File: config.mk
export PLATFORM = sky130hd
export DESIGN_NAME = mem_access_ctrl
export DESIGN_NICKNAME = d
export VERILOG_FILES = /design/src/rtl/mem_access_ctrl.sv
export SDC_FILE = /design/constraint.sdc
export NUM_CORES = 1
export LEC_CHECK = 0
export CORE_ASPECT_RATIO = 1.2
export CORE_MARGIN = 2
export CORE_UTILIZATION = 42
export CTS_CLUSTER_SIZE = 40
export DETAILED_ROUTE_END_ITERATION = 8
export PLACE_DENSITY = 0.86
export SLEW_MARGIN = 0
export SYNTH_ARGS = -nofsm -noshare
export SYNTH_HDL_FRONTEND = slang
export SYNTH_SLANG_ARGS = --single-unit
File: constraint.sdc
create_clock -name clk -period 3.2 [get_ports clk]
set_input_delay 0.64 -clock clk [delete_from_list [all_inputs] [get_ports clk]]
set_output_delay 0.64 -clock clk [all_outputs]
set_load 0.05 [all_outputs]
File: src/rtl/mem_access_ctrl.sv
// Initiator side of the MOV/MOC RAM handshake: one load/store at a time, read data extension.
// Optional MEM_TIMEOUT_EN aborts an access when MOC does not reach the awaited level in time.
`timescale 1ns/1ps

module mem_access_ctrl #(
  parameter int ADDR_W         = 8,
  parameter int TIMEOUT_CYCLES = 16
) (
  input  logic              clk,
  input  logic              reset,
  input  logic              req,
  input  logic              rw,
  input  logic [1:0]        size,
  input  logic              sign,
  input  logic [ADDR_W-1:0] addr,
  input  logic [31:0]       wdata,
  output logic              busy,
  output logic              done,
  output logic              err,
  output logic [31:0]       rdata,
  output logic              mem_mov,
  output logic              mem_rw,
  output logic [ADDR_W-1:0] mem_addr,
  output logic [1:0]        mem_size,
  output logic [31:0]       mem_din,
  input  logic [31:0]       mem_dout,
  input  logic              mem_moc
);

  // state   | meaning
  // IDLE    | waiting for req; illegal requests answered here with done+err
  // SETUP   | address/size/R_W/DataIn stable one cycle before the strobe
  // ACCESS  | MOV high, waiting for MOC=1
  // RELEASE | MOV low, waiting for MOC=0 before reporting done
  typedef enum logic [1:0] {IDLE, SETUP, ACCESS, RELEASE} state_t;

  state_t              state, state_n;
  logic                mem_mov_n, mem_rw_n, busy_n, done_n, err_n, sign_q, sign_n;
  logic [ADDR_W-1:0]   mem_addr_n;
  logic [1:0]          mem_size_n;
  logic [31:0]         mem_din_n, rdata_n, rdata_ext;
  logic                legal;
  logic                tmo_hit;

  always_comb begin
    legal = 1'b0;
    case (size)
      2'b00:   legal = 1'b1;
      2'b01:   legal = ~addr[0];
      2'b10:   legal = (addr[1:0] == 2'b00);
      default: legal = 1'b0;
    endcase
  end

  always_comb begin
    rdata_ext = mem_dout;
    case (mem_size)
      2'b00:   rdata_ext = {{24{sign_q & mem_dout[7]}},  mem_dout[7:0]};
      2'b01:   rdata_ext = {{16{sign_q & mem_dout[15]}}, mem_dout[15:0]};
      default: rdata_ext = mem_dout;
    endcase
  end

`ifdef MEM_TIMEOUT_EN
  localparam int CNT_W = (TIMEOUT_CYCLES > 1) ? $clog2(TIMEOUT_CYCLES) : 1;
  logic [CNT_W-1:0] tmo_cnt;
  logic             tmo_load;

  // Reload on every entry to a waiting state; terminal count reached means the wait expired.
  assign tmo_load = (state_n != state) && ((state_n == ACCESS) || (state_n == RELEASE));
  assign tmo_hit  = (tmo_cnt == '0);

  always_ff @(posedge clk or posedge reset) begin
    if (reset)
      tmo_cnt <= '0;
    else if (tmo_load)
      tmo_cnt <= CNT_W'(TIMEOUT_CYCLES - 1);
    else if (tmo_cnt != '0)
      tmo_cnt <= tmo_cnt - 1'b1;
  end
`else
  logic unused_timeout;
  assign unused_timeout = (TIMEOUT_CYCLES > 0);
  assign tmo_hit        = 1'b0;
`endif

  always_comb begin
    state_n    = state;
    mem_mov_n  = mem_mov;
    mem_rw_n   = mem_rw;
    mem_addr_n = mem_addr;
    mem_size_n = mem_size;
    mem_din_n  = mem_din;
    sign_n     = sign_q;
    rdata_n    = rdata;
    busy_n     = busy;
    done_n     = 1'b0;
    err_n      = 1'b0;
    case (state)
      IDLE: begin
        if (req) begin
          if (legal) begin
            mem_addr_n = addr;
            mem_size_n = size;
            mem_rw_n   = rw;
            mem_din_n  = wdata;
            sign_n     = sign;
            mem_mov_n  = 1'b0;
            busy_n     = 1'b1;
            state_n    = SETUP;
          end else begin
            done_n = 1'b1;
            err_n  = 1'b1;
          end
        end
      end
      SETUP: begin
        mem_mov_n = 1'b1;
        state_n   = ACCESS;
      end
      ACCESS: begin
        if (mem_moc) begin
          mem_mov_n = 1'b0;
          if (mem_rw)
            rdata_n = rdata_ext;
          state_n = RELEASE;
        end else if (tmo_hit) begin
          mem_mov_n = 1'b0;
          busy_n    = 1'b0;
          done_n    = 1'b1;
          err_n     = 1'b1;
          state_n   = IDLE;
        end
      end
      RELEASE: begin
        if (!mem_moc) begin
          busy_n  = 1'b0;
          done_n  = 1'b1;
          state_n = IDLE;
        end else if (tmo_hit) begin
          busy_n  = 1'b0;
          done_n  = 1'b1;
          err_n   = 1'b1;
          state_n = IDLE;
        end
      end
      default: state_n = IDLE;
    endcase
  end

  always_ff @(posedge clk or posedge reset) begin
    if (reset) begin
      state    <= IDLE;
      mem_mov  <= 1'b0;
      mem_rw   <= 1'b1;
      mem_addr <= '0;
      mem_size <= 2'b00;
      mem_din  <= '0;
      sign_q   <= 1'b0;
      rdata    <= '0;
      busy     <= 1'b0;
      done     <= 1'b0;
      err      <= 1'b0;
    end else begin
      state    <= state_n;
      mem_mov  <= mem_mov_n;
      mem_rw   <= mem_rw_n;
      mem_addr <= mem_addr_n;
      mem_size <= mem_size_n;
      mem_din  <= mem_din_n;
      sign_q   <= sign_n;
      rdata    <= rdata_n;
      busy     <= busy_n;
      done     <= done_n;
      err      <= err_n;
    end
  end

endmodule

# Word level (Yosys, flattened, before mapping)
# Cells that the tools add are included.
# totals
regBits,82
word_cells,55
# op_classes
eq_ne,10
mux,20
bitwise_logic,3
n_reduce_logical,11
# op_table
cell,count
$pmux 32 s2,1
$reduce_and 4->1,3
$mux 1,10
$logic_not 2->1,4
$mux 2,4
$ne 2x2->1 const B,4
$pmux 2 s4,1
$eq 2x1->1 const B,3
$eq 2x2->1 const B,3
$pmux 1 s3,2
$reduce_and 3->1,2
$pmux 1 s2,2
$reduce_bool 3->1,1
$and 1x1->1,2
$reduce_bool 2->1,1
$not 1->1,1

# Longest topological paths before layout
# Gate-level depths: netlist of run 1.
# logic_depth
ltp_word,5
ltp_mapped,7
depth_no_buf,6

# Worst setup path before layout of run 1
# OpenSTA, ideal clock, no wires.
# synth_path
path_type,input to register
from,input size[0]
to,register mem_addr[0]
arrival_time_ns,1.652
setup_slack_ns,1.423
stages,5
path_cell_list,or3_4 nand2_4 nand2_8 buf_12 mux2_4
# synth_between
elab_chain_len,3
elab_cells_between_ends,5
# synth_lines
item,line,source
from (decl),13,"input logic [1:0] size,"
$eq 2x2->1 (tied with other cells),47,case (size)
$pmux 1 s3 (*),47,
$reduce_and 3->1 (no source line) (*),-,
to (signal assigned),168,mem_addr <= mem_addr_n;
to (decl),23,"output logic [ADDR_W-1:0] mem_addr,"
# Every way passes the cells marked *; elsewhere a longest branch is shown, timed or not.
# A chain may end at the register's enable or synchronous reset.

# Worst setup path after layout of run 1
# layout_path
from,register mem_rw
to,output mem_rw
# layout_lines
item,line,source
from (decl),22,"output logic mem_rw,"
from (signal assigned),167,mem_rw <= mem_rw_n;
# No word-level cell between the ends.

==> metrics.csv, run 1 <==
metric;value;unit
nets;500;
relSlewSlack;56.8;%
synth.distinct_cells;28;
totalWireLength;8260;µm
p_int;3.46;mW
grt_usage;18.5;%
clkTransAtPathRegs;80;ps
rsz0062_at_grt;no;
ant_nets;0;
drt-pass1-iter-count;4;
die_w;87.5;µm
clockRootBuffer;clkbuf_8;
crit_path_max_fanout;3;
p_leak;2.38;nW
critPathRequiredTime;2560;ps
cts_buffers;9;
dp_hpwl;6090;µm
rows;36;
clock-sinks;82;
die_y;104;µm
yosysTopAreaCell;dfrtp_1;
port_buffers;158;
synth_area_leaders;dfrtp_1, mux2_4, mux2_2;
setup_tns;0;ps
cts_buffer_depth;2;
slew_viol_final;0;
min_path_type;flop to flop;
synth_nets;341;
fin_crit;2350;ps
synth_area_per_cell;13.7;µm²
core;8110;µm²
finClkSkew;10.6;ps
antenna_found_initial;0;
status;finished, final reports clean;
synthCells;257;
cts_resized;0;
grt_pass1_wl;13000;µm
drive_above_1_share;19.5;%
grt_pass1_vias;2621;
antenna_cells;0;
setup_viol;0;
hold_violations;0;
start_util;43.4;%
dp_slack;746;ps
ir_drop;645;µV
hold_buffers;0;
cts_setup_buffers;0;
setup.worst_path.class;flop to output port;
synth-seq-area-share;58.4;%
fin_crit_sh;73.4;%
fin_ws;851;ps
worstPathArrival;1710;ps
ys_warn_count;0;
grt_overflow_total;0;
via_per_inst;5.01;
path_buf_inv;1;
seqPwrFrac;28.3;%
cpMaxStageDelayCell;clkdlybuf4s50_1;
io_pins;159;
drt-initial-drc-count;89;
comb_power_share;61.6;%
gp_congestion;0.821;
vias;2583;
worst_pin_slew;649;ps
htreeDepth;3;
synth_top_area_share;57.7;%
p_per_area;1240;nW/µm²
die_area;9120;µm²
clock_latency;350;ps
cp_top_family;buffers and inverters;
hold_slack;508;ps
detail_route.wl_per_cell;16.0;µm
p_switching;3.16;mW
end_kind;output port;
crit_chain;clkdlybuf4s50_1;
max_stage_delay;810;ps
area_growth;51.2;%
cp-start-kind;flop;
fmax;426;MHz
clockPowerShare;10.1;%
switching_share;47.7;%
drc_errors;0;
cts_tree;yes;
grt_max_degree;83;
fillCellCount;589;
syn_area;3520;µm²
synth-seq-cells;82;
drv_cap;0;
-- power by group through the flow --
stage          logic, mW  registers [mW]  clock network, mW
4_1_cts             4.10            1.88              0.690
5_1_grt             4.25            1.93              0.739
6_report            4.07            1.87              0.670
3_3_place_gp        4.02            1.87                  0
3_5_place_dp        4.09            1.89                  0
2_1_floorplan       1.04            3.61                  0
-- area by class of cell --
cell class	instances	area, µm²	area share (%)
clock buffer	14	163	3.06
inverter	4	16.3	0.306
timing repair buffer	163	1630	30.7
sequential	82	2050	38.6
multi-input combinational	156	1320	24.9
tap	95	119	2.24
clock inverter	2	12.5	0.235
-- synthesized netlist by cell type (all sizes together) --
master   n
a21o     1
a21oi   17
a22oi    1
a31oi   18
and2     1
and3     1
buf     10
clkbuf   5
dfrtp   81
dfstp    1
ha       4
inv      4
mux2    55
nand2   20
nand2b   1
nand3    3
nand3b   1
nor2    28
nor2b    1
nor4bb   1
o31ai    1
or2      1
or3      1
-- placed cells by master, fill, tap and decap left out, types with 2 or more instances in the layout --
master | Yosys | final
clkdlybuf4s50_1 | 0 | 158
dfrtp_1 | 81 | 81
mux2_4 | 40 | 40
nor2_1 | 28 | 28
nand2_1 | 18 | 18
a31oi_1 | 18 | 18
a21oi_1 | 17 | 17
mux2_2 | 15 | 15
clkbuf_8 | 0 | 11
ha_1 | 4 | 4
buf_4 | 0 | 4
nand3_1 | 3 | 3
inv_1 | 4 | 3
clkbuf_1 | 5 | 3
clkinv_2 | 0 | 2
-- per-layer routing --
layer / global-route usage (%) / vias to the layer above / part of all wire (%) / routed length [µm]
li1: - / 1206 / - / -
met2: 29.5 / 97 / 52 / 4300
met4: 7.03 / 0 / 2.2 / 183
met3: 6.11 / 14 / 6.1 / 502
met1: 23.0 / 1266 / 40 / 3280
met5: 0 / - / 0 / 0
-- sequential cells by signal (all words and copies together), names as in the netlist --
| register | flops |
|---|---|
| mem_mov | 1 |
| rdata | 32 |
| state | 2 |
| err | 1 |
| mem_size | 2 |
| busy | 1 |
| mem_rw | 1 |
| sign_q | 1 |
| done | 1 |
| mem_din | 32 |
| mem_addr | 8 |
-- logic make-up after synthesis --
family,count (synthesis),share of synthesized area [%]
compound gates,38,6.30
fa+ha+maj,4,1.42
buf+inv,19,4.02
flops,82,58.4
mux,55,21.9
simple gates,59,7.97
-- per-stage QoR --
step | utilization, % | std cells | cell area [µm²] | total power [mW]
after floorplan | - | 257 | 3520 | 4.64
after global placement | 63.4 | 500 | 5140 | 5.89
after detailed placement | 63.4 | 500 | 5140 | 5.98
after CTS | 65.6 | 516 | 5320 | 6.66
after global routing | 65.6 | 516 | 5320 | 6.92
final | 65.6 | 516 | 5320 | 6.62
-- path summary, 6_finish.rpt --
| check | start | end | slack (ps) | cells past startpoint |
|---|---|---|---|---|
| min in group asynchronous | reset | mem_mov | 700 | 3 |
| worst max register to register | state[0] | rdata[29] | 1240 | 6 |
| worst min-delay path | rdata[4] | rdata[4] | 510 | 1 |
| worst min register to register | rdata[4] | rdata[4] | 510 | 1 |
| worst max-delay path | mem_rw | mem_rw | 850 | 1 |
| max in group asynchronous | reset | rdata[27] | 2170 | 3 |
(Power assumes the default switching activity.)
==> run 2, diff against run 1 <==
Clock period 3.2 ns to 2.3 ns, I/O delays scaled along.
==> run 2 against run 1 <==
Net effect: register-to-register slack worse by 710 ps; critical path depth unchanged; clock power up 55%; via count fell by 0.70%; clock skew grew 3.7 ps; combinational power grew 39%; non-clock buffer count is 4 higher; largest power group unchanged.
==> metrics.csv, run 2 (synthesis gave the netlist of run 1 again) <==
metric;value;unit
status;finished, final reports clean;
drt-initial-drc-count;116;
cts_setup_buffers;0;
grt_pass1_vias;2635;
drive_above_1_share;21.2;%
final_cell_mix;clkdlybuf4s50_1, dfrtp_1, mux2_4;
grt_usage;18.3;%
finClkSkew;14.3;ps
grt_pass1_wl;13100;µm
die_area;9120;µm²
die_w;87.5;µm
final_core_util;66.8;%
port_buffers;158;
grt_max_degree;83;
cpMaxStageDelayCell;clkdlybuf4s50_1;
drt-pass1-iter-count;4;
vias;2565;
p_leak;2.41;nW
cts_tree;yes;
cts_buffer_depth;2;
final_common_cell;clkdlybuf4s50_1;
setup_tns;0;ps
io_pins;159;
detail_route.wl_per_cell;15.6;µm
ant_nets;0;
clockRootBuffer;clkbuf_8;
fin_ws;158;ps
dp_slack;155;ps
drc_errors;0;
die_y;104;µm
area_growth;54.0;%
worst-r2r-cell-count;6;
via_per_inst;4.93;
nets;504;
drv_cap;0;
rsz0062_at_grt;no;
cp_top_family;buffers and inverters;
hold_buffers;0;
hold_violations;0;
dpl_cell_area;5210;µm²
crit_path_max_fanout;3;
grt_overflow_total;0;
htreeDepth;3;
largestRegisters;mem_din x32, rdata x32, mem_addr x8;
cts_resized;0;
rows;36;
core;8110;µm²
clock-sinks;82;
gp_congestion;0.784;
antenna_cells;0;
fmax;467;MHz
worst_pin_slew;658;ps
setup_viol;0;
dp_hpwl;5960;µm
ir_drop;819;µV
worstPathArrival;1680;ps
crit_chain;clkdlybuf4s50_1;
end_kind;output port;
finalInstanceArea;5410;µm²
start_util;43.4;%
fin_crit;2140;ps
totalWireLength;8110;µm
relSlewSlack;56.2;%
clkTransAtPathRegs;80;ps
hold_depth;1;
slew_viol_final;0;
min_path_type;flop to flop;
setup.worst_path.class;flop to output port;
cp-start-kind;flop;
critPathRequiredTime;1840;ps
fin_crit_sh;93.1;%
path_buf_inv;1;
cts_buffers;9;
clock_latency;340;ps
critical_path_depth;1;
max_stage_delay;800;ps
antenna_found_initial;0;
p_per_area;1720;nW/µm²
run 2: final timing paths:
kind	start	slack, ps	to
min reg2reg	mem_addr[7]	510	mem_addr[7]
max reg2reg	state[0]	530	mem_din[31]
min	mem_addr[7]	510	mem_addr[7]
max in group asynchronous	reset	1380	mem_rw
min in group asynchronous	reset	570	mem_din[13]
max	mem_rw	160	mem_rw
run 2: through the flow:
step                power [mW]  hold slack, ps  std cells
finish                    9.32             511        520
global route              9.78             524        520
CTS                       9.40             513        520
detailed placement        8.33             496        504
global placement          8.22             489        504
floorplan                 6.46             495        257
run 2: report_power, final:
part           switching, mW  internal (mW)
Clock                  0.528          0.509
Sequential             0.473           2.17
Combinational           3.44           2.20
run 2: area by class of cell:
class	instances	area (µm²)
inverters	4	18.8
well taps	95	119
flip-flops and latches	82	2050
repair buffers	167	1700
clock buffers	9	124
multi-input cells	156	1320
clock inverters	7	78.8
fillers	571	2700
run 2: metal layers:
layer | vias to the layer above | routed length, µm | global-route usage, %
met4 | 0 | 109 | 5.05
met1 | 1250 | 3390 | 23.5
li1 | 1216 | - | -
met3 | 12 | 409 | 4.76
met2 | 87 | 4200 | 30.3
met5 | - | 0 | 0
